[src/rtl/imm_ext_pipe_if.sv]
// Request/response bundle for the immediate generator: decode-side request
// channel and ALU-side result channel, both valid/ready.
interface imm_ext_pipe_if #(
    parameter int unsigned DATA_W  = 32,
    parameter int unsigned IMM_S_W = 16,
    parameter int unsigned IMM_L_W = 26
);
    logic               in_valid;
    logic               in_ready;
    logic [1:0]         sel_mode;
    logic [IMM_S_W-1:0] imm_s;
    logic [IMM_L_W-1:0] imm_l;
    logic               out_valid;
    logic               out_ready;
    logic [DATA_W-1:0]  immediate;
    logic [1:0]         out_mode;

    modport master (
        output in_valid, sel_mode, imm_s, imm_l, out_ready,
        input  in_ready, out_valid, immediate, out_mode
    );

    modport slave (
        input  in_valid, sel_mode, imm_s, imm_l, out_ready,
        output in_ready, out_valid, immediate, out_mode
    );
endinterface

[src/rtl/imm_ext_pipe.sv]
// Decode-stage immediate generator: selects and extends the short/long
// immediate, then buffers it in a main register plus a skid entry.
module imm_ext_pipe #(
    parameter int unsigned DATA_W  = 32,
    parameter int unsigned IMM_S_W = 16,
    parameter int unsigned IMM_L_W = 26
) (
    input  logic          clk,
    input  logic          rst,
    input  logic          flush,
    imm_ext_pipe_if.slave bus
);
    typedef enum logic [1:0] {StEmpty, StOne, StFull} state_e;

    state_e            state_q, state_d;
    logic [DATA_W-1:0] main_q, skid_q;
    logic [1:0]        main_mode_q, skid_mode_q;
    logic              in_ready_q;

    logic [DATA_W-1:0] ext;
    logic              acc, drn;
    logic              main_load_new, main_load_skid, skid_load;

    always_comb begin
        ext = '0;
        unique case (bus.sel_mode)
            2'b00: ext = DATA_W'(bus.imm_s);
            2'b01: ext = {{(DATA_W-IMM_S_W){bus.imm_s[IMM_S_W-1]}}, bus.imm_s};
            2'b10: ext = DATA_W'(bus.imm_l);
            2'b11: ext = {bus.imm_s, {(DATA_W-IMM_S_W){1'b0}}};
            default: ext = '0;
        endcase
    end

    assign acc = bus.in_valid && in_ready_q;
    assign drn = (state_q != StEmpty) && bus.out_ready;

    always_ff @(posedge clk) begin
        if (rst) begin
            state_q    <= StEmpty;
            in_ready_q <= 1'b1;
        end else begin
            state_q    <= state_d;
            in_ready_q <= (state_d != StFull);
        end
    end

    always_comb begin
        state_d = state_q;
        if (flush) begin
            state_d = StEmpty;
        end else begin
            unique case (state_q)
                StEmpty: if (acc) state_d = StOne;
                StOne: begin
                    if (acc && !drn)      state_d = StFull;
                    else if (!acc && drn) state_d = StEmpty;
                end
                StFull:  if (drn) state_d = StOne;
                default: state_d = StEmpty;
            endcase
        end
    end

    // Load enables are suppressed by flush; data registers keep stale values.
    always_comb begin
        main_load_new  = 1'b0;
        main_load_skid = 1'b0;
        skid_load      = 1'b0;
        bus.out_valid  = (state_q != StEmpty);
        bus.immediate  = main_q;
        bus.out_mode   = main_mode_q;
        bus.in_ready   = in_ready_q;
        if (!flush) begin
            unique case (state_q)
                StEmpty: main_load_new = acc;
                StOne: begin
                    main_load_new = acc && drn;
                    skid_load     = acc && !drn;
                end
                StFull:  main_load_skid = drn;
                default: ;
            endcase
        end
    end

    always_ff @(posedge clk) begin
        if (rst) begin
            main_q      <= '0;
            main_mode_q <= '0;
            skid_q      <= '0;
            skid_mode_q <= '0;
        end else begin
            if (main_load_new) begin
                main_q      <= ext;
                main_mode_q <= bus.sel_mode;
            end else if (main_load_skid) begin
                main_q      <= skid_q;
                main_mode_q <= skid_mode_q;
            end
            if (skid_load) begin
                skid_q      <= ext;
                skid_mode_q <= bus.sel_mode;
            end
        end
    end
endmodule

[src/flat_wrapper.sv]
// flat-port wrapper written by rule: the top's interface ports become plain ports
module imm_ext_pipe_flat 
#(
    parameter int unsigned DATA_W  = 32,
    parameter int unsigned IMM_S_W = 16,
    parameter int unsigned IMM_L_W = 26
)
  (clk, rst, flush, bus_in_valid, bus_sel_mode, bus_imm_s, bus_imm_l, bus_out_ready, bus_in_ready, bus_out_valid, bus_immediate, bus_out_mode);
  imm_ext_pipe_if #(.DATA_W(DATA_W), .IMM_S_W(IMM_S_W), .IMM_L_W(IMM_L_W)) bus_i ();
  input  logic clk;
  input  logic rst;
  input  logic flush;
  input wire logic [$bits(bus_i.in_valid)-1:0] bus_in_valid;
  input wire logic [$bits(bus_i.sel_mode)-1:0] bus_sel_mode;
  input wire logic [$bits(bus_i.imm_s)-1:0] bus_imm_s;
  input wire logic [$bits(bus_i.imm_l)-1:0] bus_imm_l;
  input wire logic [$bits(bus_i.out_ready)-1:0] bus_out_ready;
  output wire logic [$bits(bus_i.in_ready)-1:0] bus_in_ready;
  output wire logic [$bits(bus_i.out_valid)-1:0] bus_out_valid;
  output wire logic [$bits(bus_i.immediate)-1:0] bus_immediate;
  output wire logic [$bits(bus_i.out_mode)-1:0] bus_out_mode;
  assign bus_i.in_valid = bus_in_valid;
  assign bus_i.sel_mode = bus_sel_mode;
  assign bus_i.imm_s = bus_imm_s;
  assign bus_i.imm_l = bus_imm_l;
  assign bus_i.out_ready = bus_out_ready;
  assign bus_in_ready = bus_i.in_ready;
  assign bus_out_valid = bus_i.out_valid;
  assign bus_immediate = bus_i.immediate;
  assign bus_out_mode = bus_i.out_mode;
  imm_ext_pipe #(.DATA_W(DATA_W), .IMM_S_W(IMM_S_W), .IMM_L_W(IMM_L_W)) u_core (.clk(clk), .rst(rst), .flush(flush), .bus(bus_i));
endmodule
[config.mk]
export PLATFORM = sky130hd
export DESIGN_NAME = imm_ext_pipe_flat
export DESIGN_NICKNAME = d
export VERILOG_FILES = /design/src/rtl/imm_ext_pipe_if.sv /design/src/rtl/imm_ext_pipe.sv /design/src/flat_wrapper.sv
export SDC_FILE = /design/constraint.sdc
export NUM_CORES = 1
export LEC_CHECK = 0
export BUFFER_PORTS_ARGS = -buffer_cell sky130_fd_sc_hd__buf_2
export CORE_ASPECT_RATIO = 1.2
export CORE_UTILIZATION = 25
export CTS_BUF_LIST = sky130_fd_sc_hd__clkbuf_8
export DETAILED_ROUTE_END_ITERATION = 16
export PLACE_DENSITY_LB_ADDON = 0.25
export SLEW_MARGIN = 20
export SYNTH_ARGS = -nofsm -noshare
export SYNTH_HDL_FRONTEND = slang
export SYNTH_SLANG_ARGS = --single-unit
export TNS_END_PERCENT = 50
[constraint.sdc]
create_clock -name clk -period 3 [get_ports clk]
set_clock_uncertainty 0.1 [all_clocks]
set_input_delay 0.3 -clock clk [delete_from_list [all_inputs] [get_ports clk]]
set_output_delay 0.3 -clock clk [all_outputs]
set_load 0.02 [all_outputs]
* Word-level counts from Yosys, hierarchy flattened
Cells that the tools add are included.
** Storage, ports and cells
- Memories kept :: 0
- Output and inout port bits :: 36
- Bits in writable memories :: 0
- Bits in read-only memories :: 0
- Logic and storage cells :: 40
- Bits in latches :: 0
- Register bits :: 71
- Input bits :: 49
** Cells by class
- Multiply operators :: 0
- Reduce and logical (&&, ||, !) cells :: 11
- Bitwise operators :: 0
- Shift operators :: 0
- $lt $le $gt $ge :: 0
- Mux-type cells :: 17
- $add $sub $neg :: 0
- Eq/ne operators :: 6
- Div/mod/pow operators :: 0
** Operator list (number)
- $pmux 32 s4 :: 1
- $mux 32 :: 2
- $mux 2 :: 7
- $eq 2x2->1 const B :: 3
- $pmux 2 s3 :: 1
- $logic_and 1x1->1 :: 5
- $mux 1 :: 5
- $eq 2x1->1 const B :: 2
- $logic_not 2->1 :: 2
- $reduce_bool 2->1 :: 2
- $logic_not 1->1 :: 2
- $ne 2x2->1 const B :: 1
- $pmux 1 s2 :: 1

* Logic depth before layout (Yosys ltp)
Gate-level depths: netlist of run 1.
- Depth in word-level cells :: 8
- Gate-level depth with buffers :: 7
- Gate-level depth less buffers :: 4

* Least setup slack after synthesis of run 1
Ideal clock, no wire load.
- Kind :: reg-to-reg
- From :: register u_core.in_ready_q (netlist: u_core.bus.in_ready)
- To :: register u_core.main_q[26] (netlist: u_core.bus.immediate[26])
- Cell stages (with the launch flop) :: 6
- Data required time :: 2.814 ns
- Data arrival time :: 1.516 ns
- Buffers on the path :: 1
- Setup slack :: 1.298 ns
- Setup time :: 0.086 ns
- Clock period less this slack :: 1.702 ns
- Cells stage by stage :: dfxtp_1 nand2_1 nor4_4 buf_4 a21oi_1 a211oi_1
** On the way
- Word-level cells in the longest chain between the ends :: 5
- Elaborated cells between the ends (all ways) :: 6
- Those cells by class :: mux (3); reduce/logical (3)
** RTL lines
- start, declared :: line imm_ext_pipe.sv:18 : logic in_ready_q;
- start signal, assigned :: line imm_ext_pipe.sv:44 : in_ready_q <= (state_d != StFull);
- $logic_and 1x1->1 * :: line imm_ext_pipe.sv:35 : assign acc = bus.in_valid && in_ready_q;
- $logic_and 1x1->1 :: line imm_ext_pipe.sv:78 : main_load_new = acc && drn;
- $pmux 1 s2 * :: line imm_ext_pipe.sv:75 : unique case (state_q)
- $mux 1 * :: line imm_ext_pipe.sv:74 : if (!flush) begin
- $mux 32 or $reduce_bool 2->1 (tied branches)
- end signal, assigned :: line imm_ext_pipe.sv:95 : main_q <= ext;
- end signal, assigned :: line imm_ext_pipe.sv:98 : main_q <= skid_q;
- end, declared :: line imm_ext_pipe.sv:16 : logic [DATA_W-1:0] main_q, skid_q;
Mark *: on every way between the ends. The rest lies on a longest branch, timed or not.
A chain may end at the register's enable or synchronous reset.

* Worst setup path in the final report of run 1
- From :: register u_core.state_q[1]
- To :: register u_core.main_q[12] (netlist: u_core.bus.immediate[12])
** On the way
- Word-level cells in the longest chain between the ends :: 6
- Elaborated cells between the ends (all ways) :: 12
- Those cells by class :: eq/ne (2); mux (5); reduce/logical (5)
** RTL lines
- start, declared :: line imm_ext_pipe.sv:15 : state_e state_q, state_d;
- start signal, assigned :: line imm_ext_pipe.sv:40 : state_q <= StEmpty;
- start signal, assigned :: line imm_ext_pipe.sv:43 : state_q <= state_d;
- $reduce_bool 2->1 :: line imm_ext_pipe.sv:36 : assign drn = (state_q != StEmpty) && bus.out_ready;
- $logic_and 1x1->1 :: line imm_ext_pipe.sv:36
- $logic_and 1x1->1 :: line imm_ext_pipe.sv:78
- $pmux 1 s2 :: line imm_ext_pipe.sv:75
- $mux 1 :: line imm_ext_pipe.sv:74
- $mux 32 or $reduce_bool 2->1 (tied branches)
Parallel ways exist; a longest one is shown, timed or not.

==> summary.md, run 1 <==
| Metric | Value |
|---|---|
| Outcome | `finished, final reports clean` |
| DRT antenna net count | `0` |
| Seq/Total Area, Yosys | `44.3%` |
| Hold buffer count at CTS | `0` |
| Synth Flop Type | `dfxtp_1` |
| Worst-Skew Late Latency | `350 ps` |
| Post-synthesis register bit count | `71` |
| N_diodes | `0` |
| Final number of max-transition violations | `0` |
| Placed cell count | `603` |
| Mapped Area | `0.00321 mm2` |
| I/O Pins | `85` |
| Yosys warns | `0` |
| TritonCTS clock tree | `built` |
| Fmax | `0.456 GHz` |
| Lkg Pwr | `0.00151 uW` |
| Pin count of the biggest net entering global routing | `41` |
| Post-detail-place hpwl | `6.95 mm` |
| Setup crit end | `u_core.bus.immediate[12]` |
| Grt total ovfl | `0` |
| Worst R2R Start | `u_core.state_q[1]` |
| Period utilization | `73.1%` |
| Initial core utilization | `26.1%` |
| Core area | `0.0123 mm2` |
| Post-Synth Adder-Cell Area | `0%` |
| Full die area | `0.0133 mm2` |
| Syn_area_per_cell | `8.31 um2` |
| GRT Resource Usage Total | `15.7%` |
| Via-to-Cell Ratio | `5.05` |
| Cell Rows | `44` |
| Hold Crit Class | `primary input to flip-flop` |
| Nets | `502` |
| Peak VDD IR | `0.000153 V` |
| Synth Area in XOR/XNOR | `0.273%` |
| Worst EP required | `3110 ps` |
| Clk sinks | `71` |
| Startpoint types | `flip-flop` |
| Most common cell after layout, fill and taps aside | `buf_2` |
| Pre-Repair DR Iteration Count | `4` |
| CTS H-tree depth | `3` |
| Layout cell share with drive strength beyond 1 | `25.3%` |
| Final instance area | `0.00394 mm2` |
| Worst R2R Path Depth | `4` |
| Global-route wire length before repair | `16.3 mm` |
| Area growth syn-to-layout | `23.0%` |
| Gate Count Post-Synth | `386` |
| Yosys cell types | `36` |
| Tot Pwr | `1970 uW` |
| Max_cap viols | `0` |
| Die X | `105 um` |
| CP endpoint kind | `flip-flop` |
| Least-Margin Pin Slew | `833 ps` |
| Vias in the first global route | `3057` |
| CTS Buf Count | `9` |
| Commonest non-fill, non-tap cells in the layout | `buf_2 (84), dfxtp_1 (71), nand2_1 (65)` |
| Minimum clock period | `2190 ps` |
| Asr flop ratio synth | `0%` |
| Worst-path clk slew | `80 ps` |
| Final hold vios | `0` |
| Reg-to-reg slack, setup | `810 ps` |
| Multiplexer share of the synthesized area | `3.20%` |
| Fillers | `1300` |
| Mapped Nets | `435` |
| Maximum root-to-sink buffer count | `2` |
| Simple-Gate Fraction of Synth Area | `20.1%` |
| DRT Wirelength | `10.1 mm` |
| Post-CTS Repair Setup Buffers | `0` |
| Post-synth EDFFs | `0` |
| IO buf count | `84` |
| RD Place Congestion | `0.778` |
| Die height | `126 um` |
| RR Endpoint | `u_core.bus.immediate[12]` |
| CP Max Fanout | `16` |
| Post-CTS sizing | `0` |
| Post-DP Area | `0.00376 mm2` |
| DRT iter0 DRCs | `196` |
| Complex-gate fraction of the synthesized area | `26.8%` |
| Crit path from | `u_core.state_q[1]` |
| Critical path type | `flip-flop to flip-flop` |
| Slew HR | `44.3%` |
| RSZ-0062 raised after global routing | `false` |
| Worst Slack Setup Final | `808 ps` |
| Initial antenna violation count | `0` |
| Post-route insts no fill | `619` |
| Detailed-route via count | `3125` |
| Pre-CTS setup slack | `679 ps` |
| Clock Root Buffer | `clkbuf_8` |
| Total negative slack | `0 ps` |
| Drt drc | `0` |
| Pwr dens | `499 mW/mm2` |
| Final setup fails | `0` |
| Largest family of logic cells by synthesized area | `compound AO/OA/AOI/OAI gates` |
| Wirelength per Cell | `16.3 um` |
| FF/Latch Area | `0.00142 mm2` |
| Area of the multi-input gates | `0.00164 mm2` |
| Critical path arrival | `2310 ps` |
cell type report:
cell class / instances / area share (%)
flip-flops and latches: 71 / 36.0
repair buffers: 93 / 12.7
inverters: 2 / 0.190
clock buffers: 11 / 3.84
clock inverters: 5 / 0.635
multi-input cells: 276 / 41.5
well taps: 161 / 5.11
how the worst min path moves through the flow:
stage | depth (start not counted) | startpoint | slack (ps) | to
2_1_floorplan | 2 | u_core.skid_q[30] | 340 | u_core.skid_q[30]
3_3_place_gp | 2 | u_core.bus.immediate[23] | 340 | u_core.bus.immediate[23]
3_5_place_dp | 2 | u_core.bus.immediate[22] | 350 | u_core.bus.immediate[22]
4_1_cts | 3 | bus_imm_s[15] | 150 | u_core.skid_q[31]
5_1_grt | 3 | bus_imm_s[15] | 160 | u_core.skid_q[31]
6_report | 3 | bus_imm_l[9] | 170 | u_core.skid_q[9]
sequential cells by signal (all words and copies together) (netlist names):
name	flops
u_core.skid_mode_q	2
u_core.bus.in_ready	1
u_core.state_q	2
u_core.bus.immediate	32
u_core.bus.out_mode	2
u_core.skid_q	32
cells by family after synthesis:
logic type                count (synthesis)
buffers and inverters                    39
DFF                                      71
muxes                                    10
xor gates and xnor gates                  1
AOI/OAI and AO/OA                       124
and+or+nand+nor                         141
stage by stage:
stage / hold WS [ps] / util, %
2_1_floorplan: 336 / -
3_3_place_gp: 341 / 30.6
3_5_place_dp: 345 / 30.6
4_1_cts: 153 / 32.1
5_1_grt: 165 / 32.1
6_report: 170 / 32.1
cell usage after synthesis, types with 2 or more instances:
master | number | area (um2)
mux2_2 | 2 | 22.5
nor4_4 | 2 | 42.5
nor2b_1 | 4 | 25.0
a21oi_1 | 41 | 205
nand4_1 | 2 | 12.5
nand3b_1 | 2 | 15.0
a31oi_1 | 2 | 12.5
nor3_1 | 23 | 115
a311oi_1 | 4 | 35.0
buf_4 | 2 | 15.0
dfxtp_1 | 71 | 1420
mux2i_1 | 8 | 80.1
o21ai_0 | 8 | 40.0
nand2_1 | 65 | 244
a22o_1 | 2 | 17.5
a221oi_1 | 28 | 245
a211oi_1 | 19 | 143
nor2_1 | 36 | 135
clkbuf_1 | 20 | 75.1
a21boi_0 | 6 | 45.0
buf_2 | 14 | 70.1
a22oi_1 | 11 | 82.6
worst max-delay path: stages (launching register included):
cell and delay, ps:
dfxtp_1 410, nor2_1 230, nand4_1 690, a221oi_1 530, a211oi_1 90
power by group:
group	switching [uW]	leakage, uW	internal [uW]
logic	178	0.000838	101
registers	19.2	0.000577	975
clock network	360	0.0000977	337
per-layer routing:
metal | share of wire [%] | track usage [%] | up-vias | wire length, um
li1 | - | - | 1539 | -
met1 | 46 | 20.4 | 1480 | 4620
met2 | 47 | 24.7 | 90 | 4760
met3 | 4.8 | 2.90 | 16 | 480
met4 | 2.3 | 7.87 | 0 | 237
met5 | 0 | 0 | - | 0
Note: power is estimated with default switching activity, not from simulation.
==> run 2, diff against run 1 <==
==> constraint.sdc (replaced) <==
create_clock -name clk -period 2 [get_ports clk]
set_clock_uncertainty 0.1 [all_clocks]
set_input_delay 0.2 -clock clk [delete_from_list [all_inputs] [get_ports clk]]
set_output_delay 0.2 -clock clk [all_outputs]
set_load 0.02 [all_outputs]
==> run 2 against run 1 <==
Against the previous run: critical path depth grew 1; worst hold slack got worse by 110 ps; combinational power is 54% higher; die area stayed put; non-clock buffer count up 4; cell count grew 0.65%; count of clock-buffer cells in the layout increased by 1; clock power up 78%; final area up 2.6%; largest cell class unchanged; utilization increased by 0.84 points; first-iteration DRC count increased by 19%; routed wire length up 1.1%.
==> summary.md, run 2 (synthesis gave the netlist of run 1 again) <==
| Metric | Value |
|---|---|
| Drt drc | `0 (unchanged)` |
| Area growth syn-to-layout | `26.2%` |
| Nets | `506 (+0.80%)` |
| CP endpoint kind | `flip-flop` |
| Die X | `105 um (unchanged)` |
| Maximum root-to-sink buffer count | `2 (unchanged)` |
| Final number of max-transition violations | `0 (unchanged)` |
| Final setup fails | `0 (unchanged)` |
| Metal-1 WL | `4.67 mm (+1.1%)` |
| Full die area | `0.0133 mm2 (unchanged)` |
| Post-CTS sizing | `0 (unchanged)` |
| Fmax | `0.563 GHz (+23%)` |
| Cell Rows | `44 (unchanged)` |
| P_int | `2300 uW (+63%)` |
| Initial core utilization | `26.1% (unchanged)` |
| Clk sinks | `71 (unchanged)` |
| DRT antenna net count | `0 (unchanged)` |
| CTS Buf Count | `9 (unchanged)` |
| Worst R2R Path Depth | `5 (+1)` |
| Post-detail-place hpwl | `6.87 mm (-1.2%)` |
| Highest routed layer | `met4` |
| Grt total ovfl | `0 (unchanged)` |
| Total negative slack | `0 ps (unchanged)` |
| Wirelength per Cell | `16.4 um (+0.48%)` |
| Pin count of the biggest net entering global routing | `43 (+4.9%)` |
| Fillers | `1319 (+1.5%)` |
| Worst-path clk slew | `80 ps (about the same)` |
| Worst EP required | `2130 ps (-980 ps)` |
| Pwr dens | `782 mW/mm2 (+57%)` |
| IO buf count | `84 (unchanged)` |
| Hold worst-path end | `u_core.skid_q[31]` |
| Initial antenna violation count | `0 (unchanged)` |
| Worst-Skew Late Latency | `360 ps (about the same)` |
| RR Endpoint | `u_core.bus.immediate[25]` |
| Max_cap viols | `0 (unchanged)` |
| TritonCTS clock tree | `built` |
| Hold Path Cell Cnt | `3 (unchanged)` |
| Critical path type | `flip-flop to flip-flop` |
| CP Cell Sequence | `nor4bb_4, buf_12, nor2b_1, a211oi_1, a311oi_1` |
| I/O Pins | `85 (unchanged)` |
| Slowest CP cell | `dfxtp_1` |
| Core area | `0.0123 mm2 (unchanged)` |
| Final hold vios | `0 (unchanged)` |
| HP Start | `bus_imm_s[15]` |
| N_diodes | `0 (unchanged)` |
| Startpoint types | `flip-flop` |
| Net switching power figure | `862 uW (+55%)` |
| Layout cell share with drive strength beyond 1 | `26.4% (+1.1 points)` |
| Commonest non-fill, non-tap cells in the layout | `buf_2 (84), dfxtp_1 (71), nand2_1 (65)` |
| DRT Wirelength | `10.2 mm (+1.1%)` |
| Global-route wire length before repair | `16.6 mm (+1.7%)` |
| Clock Root Buffer | `clkbuf_8` |
| Worst R2R Start | `u_core.state_q[1]` |
| Minimum clock period | `1780 ps (-415 ps)` |
| Final core utilization | `33.0% (+0.84 points)` |
| Comb pwr share | `13.6% (-0.6 points)` |
| Lkg Pwr | `0.00155 uW (+2.4%)` |
| Vias in the first global route | `3133 (+2.5%)` |
| Peak VDD IR | `0.000255 V (+66%)` |
| Period utilization | `88.9% (+16 points)` |
| Hold buffer count at CTS | `0 (unchanged)` |
| RSZ-0062 raised after global routing | `false` |
| Met2 wire len | `4.86 mm (+2.0%)` |
| Most common cell after layout, fill and taps aside | `buf_2` |
| Critical path arrival | `1910 ps (-400 ps)` |
| Via-to-Cell Ratio | `5.05 (about the same)` |
| Net Sw Frac | `27.3% (-1.0 points)` |
| RD Place Congestion | `0.792 (+1.8%)` |
| WL met3 | `447 um (-6.9%)` |
| CP Max Fanout | `35 (+19)` |
| Detailed-route via count | `3144 (+0.61%)` |
| Hold Crit Class | `primary input to flip-flop` |
| GRT Resource Usage Total | `16.0% (+0.32 points)` |
| Least-Margin Pin Slew | `618 ps (-215 ps)` |
| Slowest cell delay on critical path | `560 ps (-130 ps)` |
| Clk network pwr share | `39.3% (+3.9 points)` |
| Sequential Power Share | `47.1% (-3.4 points)` |
| Slew HR | `58.8% (+14 points)` |
| Post-CTS Repair Setup Buffers | `0 (unchanged)` |
| Outcome | `finished, final reports clean` |
| CTS H-tree depth | `3 (unchanged)` |
| Reg-to-reg slack, setup | `220 ps (-590 ps)` |
| Pre-Repair DR Iteration Count | `4 (unchanged)` |
| Die height | `126 um (unchanged)` |
| DRT iter0 DRCs | `234 (+19%)` |
[run 2: changes by cell type in the layout (fill, tap and decap cells not counted)]
cell	previous run	this run
buf_12	1	4
inv_1	3	1
buf_4	8	9
bufinv_16	0	1
clkbuf_8	11	12
clkinv_2	2	1
inv_6	0	1
nor2b_2	0	1
nor2b_4	1	0
[run 2: worst max path at each step]
stage | slack [ps] | from | endpoint
3_5_place_dp | 220 | u_core.state_q[1] | u_core.bus.immediate[25]
2_1_floorplan | 300 | u_core.bus.in_ready | u_core.bus.immediate[26]
4_1_cts | 220 | u_core.state_q[1] | u_core.bus.immediate[25]
5_1_grt | 80 | u_core.state_q[1] | u_core.bus.immediate[25]
3_3_place_gp | 280 | u_core.state_q[1] | u_core.bus.immediate[25]
6_report | 220 | u_core.state_q[1] | u_core.bus.immediate[25]
[run 2: routing by layer]
| metal | vias to the layer above | GRT usage, % |
|---|---|---|
| met2 | 81 | 25.8 |
| met1 | 1493 | 20.5 |
| li1 | 1551 | - |
| met5 | - | 0 |
| met3 | 19 | 3.05 |
| met4 | 0 | 7.37 |
[run 2: power by group through the flow]
stage | registers, uW | logic (uW) | clock network, uW
2_1_floorplan | 1570 | 204 | 0
6_report | 1490 | 429 | 1240
3_5_place_dp | 1520 | 430 | 0
5_1_grt | 1500 | 470 | 1340
3_3_place_gp | 1520 | 428 | 0
4_1_cts | 1490 | 432 | 1280
[run 2: metrics by stage]
step	power [uW]	hold slack [ps]	cells	worst slack, ps	cell area [um2]
2_1_floorplan	1770	261	386	298	3210
3_3_place_gp	1950	340	607	276	3830
3_5_place_dp	1950	347	607	223	3830
4_1_cts	3200	43.6	623	218	4050
5_1_grt	3310	59.5	623	78.2	4050
6_report	3160	60.7	623	223	4050
[run 2: cell type report]
| type | count | area (um2) | area share (%) |
|---|---|---|---|
| Tap cell | 161 | 201 | 4.98 |
| Timing Repair Buffer | 97 | 568 | 14.0 |
| Clock inverter | 4 | 51.3 | 1.27 |
| Sequential cell | 71 | 1420 | 35.1 |
| Inverter | 2 | 7.51 | 0.186 |
| Clock buffer | 12 | 165 | 4.08 |
| Multi-Input combinational cell | 276 | 1630 | 40.3 |
[run 2: critical path, delay by kind of cell, from the launching register on]
kind / cells / cell delay [ps]
simple gates: 2 / 440
compound gates: 2 / 300
flops: 1 / 560
buf+inv: 1 / 250
==> run 3, diff against run 2 <==
--- a/config.mk
+++ b/config.mk
@@ -11,6 +11,7 @@
 export CTS_BUF_LIST = sky130_fd_sc_hd__clkbuf_8
 export DETAILED_ROUTE_END_ITERATION = 16
 export PLACE_DENSITY_LB_ADDON = 0.25
+export REMOVE_ABC_BUFFERS = 1
 export SLEW_MARGIN = 20
 export SYNTH_ARGS = -nofsm -noshare
 export SYNTH_HDL_FRONTEND = slang
==> run 3 against run 2 <==
Against the previous run: non-clock buffer count rose by 5; total power up 11%; routed wire length rose by 0.35%; register-to-register slack got worse by 20 ps; highest routed layer unchanged; final area increased by 2.2%; setup slack got worse by 24 ps; clock power up 28%; combinational power grew 0.9%; die area is the same.
==> summary.md, run 3 (synthesis gave the netlist of run 1 again) <==
| Metric | Value |
|---|---|
| Peak VDD IR | `0.000300 V (+18%)` |
| Worst-path clk slew | `80 ps (about the same)` |
| Hold slack final | `60.4 ps (-0.351 ps)` |
| Worst R2R Start | `u_core.state_q[0]` |
| Clk sinks | `71 (unchanged)` |
| RD Place Congestion | `0.743 (-6.1%)` |
| Initial antenna violation count | `0 (unchanged)` |
| Pre-Repair DR Iteration Count | `4 (unchanged)` |
| Pre-CTS setup slack | `192 ps (-31.2 ps)` |
| Post-CTS sizing | `0 (unchanged)` |
| DRT antenna net count | `0 (unchanged)` |
| Worst-Skew Late Latency | `340 ps (-20 ps)` |
| N_diodes | `0 (unchanged)` |
| Commonest non-fill, non-tap cells in the layout | `buf_2 (84), dfxtp_1 (71), nand2_1 (65)` |
| Detailed-route via count | `3201 (+1.8%)` |
| Hold worst-path end | `u_core.skid_q[31]` |
| Hold Path Cell Cnt | `3 (unchanged)` |
| Worst EP required | `2110 ps (-20 ps)` |
| Post-CTS Repair Setup Buffers | `0 (unchanged)` |
| Wirelength per Cell | `16.3 um (-0.45%)` |
| DRT iter0 DRCs | `147 (-37%)` |
| IO buf count | `84 (unchanged)` |
| Core area | `0.0123 mm2 (unchanged)` |
| TritonCTS clock tree | `built` |
| RR Endpoint | `u_core.skid_q[14]` |
| Drt drc | `0 (unchanged)` |
| Pin count of the biggest net entering global routing | `38 (-12%)` |
| CTS H-tree depth | `3 (unchanged)` |
| Final number of max-transition violations | `0 (unchanged)` |
| Grt total ovfl | `0 (unchanged)` |
| Layout cell share with drive strength beyond 1 | `27.2% (+0.79 points)` |
| Pwr dens | `849 mW/mm2 (+8.6%)` |
| Most common cell after layout, fill and taps aside | `buf_2` |
| HP Start | `bus_imm_s[15]` |
| Hold Crit Class | `primary input to flip-flop` |
| Final setup fails | `0 (unchanged)` |
| Clock Root Buffer | `clkbuf_8` |
| Period utilization | `90.1% (+1.2 points)` |
| Critical path arrival | `1910 ps (about the same)` |
| Critical path type | `flip-flop to flip-flop` |
| Max_cap viols | `0 (unchanged)` |
| CTS Buf Count | `9 (unchanged)` |
| GRT Resource Usage Total | `16.3% (+0.27 points)` |
| Via-to-Cell Ratio | `5.10 (+1.0%)` |
| DRT Wirelength | `10.3 mm (+0.35%)` |
| Slew HR | `48.6% (-10 points)` |
| Vias in the first global route | `3156 (+0.73%)` |
| CP Max Fanout | `31 (-11%)` |
| Die height | `126 um (unchanged)` |
| I/O Pins | `85 (unchanged)` |
| Outcome | `finished, final reports clean` |
| Worst R2R Path Depth | `5 (unchanged)` |
| Full die area | `0.0133 mm2 (unchanged)` |
| Final hold vios | `0 (unchanged)` |
| Initial core utilization | `26.1% (unchanged)` |
| Cell Rows | `44 (unchanged)` |
| Least-Margin Pin Slew | `772 ps (+153 ps)` |
| Nets | `511 (+0.99%)` |
| Minimum clock period | `1800 ps (+24.2 ps)` |
| Maximum root-to-sink buffer count | `2 (unchanged)` |
| Startpoint types | `flip-flop` |
| RSZ-0062 raised after global routing | `false` |
| Post-detail-place hpwl | `6.79 mm (-1.2%)` |
| Die X | `105 um (unchanged)` |
| Global-route wire length before repair | `17.0 mm (+2.5%)` |
| Worst Slack Setup Final | `199 ps (-24.2 ps)` |
| Lkg Pwr | `0.00160 uW (+3.1%)` |
| Reg-to-reg slack, setup | `200 ps (-20 ps)` |
| Hold buffer count at CTS | `0 (unchanged)` |
| CP endpoint kind | `flip-flop` |
| Area growth syn-to-layout | `28.9%` |
| Fmax | `0.555 GHz (-1.3%)` |
-- run 3: layer usage --
layer	part of all wire [%]	global-route usage, %	wire length [um]
met1	47	22.3	4840
met2	46	25.5	4740
met3	4.8	2.12	492
met4	1.7	6.79	176
met5	0	0	0
-- run 3: power breakdown --
group | total [uW] | switching, uW | internal (uW)
Clock | 1590 | 563 | 1020
Sequential | 1490 | 27.7 | 1460
Combinational | 433 | 269 | 164
-- run 3: worst max-delay path by stage --
| stage | startpoint | endpoint | cells past startpoint |
|---|---|---|---|
| floorplan | u_core.state_q[1] | u_core.bus.immediate[10] | 4 |
| global placement | u_core.state_q[0] | u_core.skid_q[0] | 5 |
| detailed placement | u_core.state_q[0] | u_core.skid_q[0] | 5 |
| CTS | u_core.state_q[0] | u_core.skid_q[0] | 5 |
| global route | u_core.state_q[0] | u_core.bus.immediate[10] | 4 |
| finish | u_core.state_q[0] | u_core.skid_q[14] | 5 |
-- run 3: layout make-up --
| cell class | count | area, um2 |
|---|---|---|
| Inverter | 2 | 7.51 |
| Sequential cell | 71 | 1420 |
| Clock buffer | 11 | 151 |
| Fill cell | 1285 | 8140 |
| Clock inverter | 5 | 128 |
| Tap cell | 161 | 201 |
| Timing Repair Buffer | 102 | 593 |
| Multi-Input combinational cell | 276 | 1630 |
-- run 3: critical path: stages, from the launching register on --
cell and delay, ps:
dfxtp_1 500, nor2b_1 310, nand4_1 140, buf_4 270, a221oi_1 270, nor3_1 70
-- run 3: stage by stage --
step                      TNS (ps)  cells  utilization [%]  instance area, um2  total power [uW]
after floorplan             -66190    349                -                3040              1730
after global placement           0    612             31.4                3850              1950
after detailed placement         0    612             31.4                3850              1960
after CTS                        0    628             33.7                4130              3540
after global routing             0    628             33.7                4130              3650
final                            0    628             33.7                4130              3510
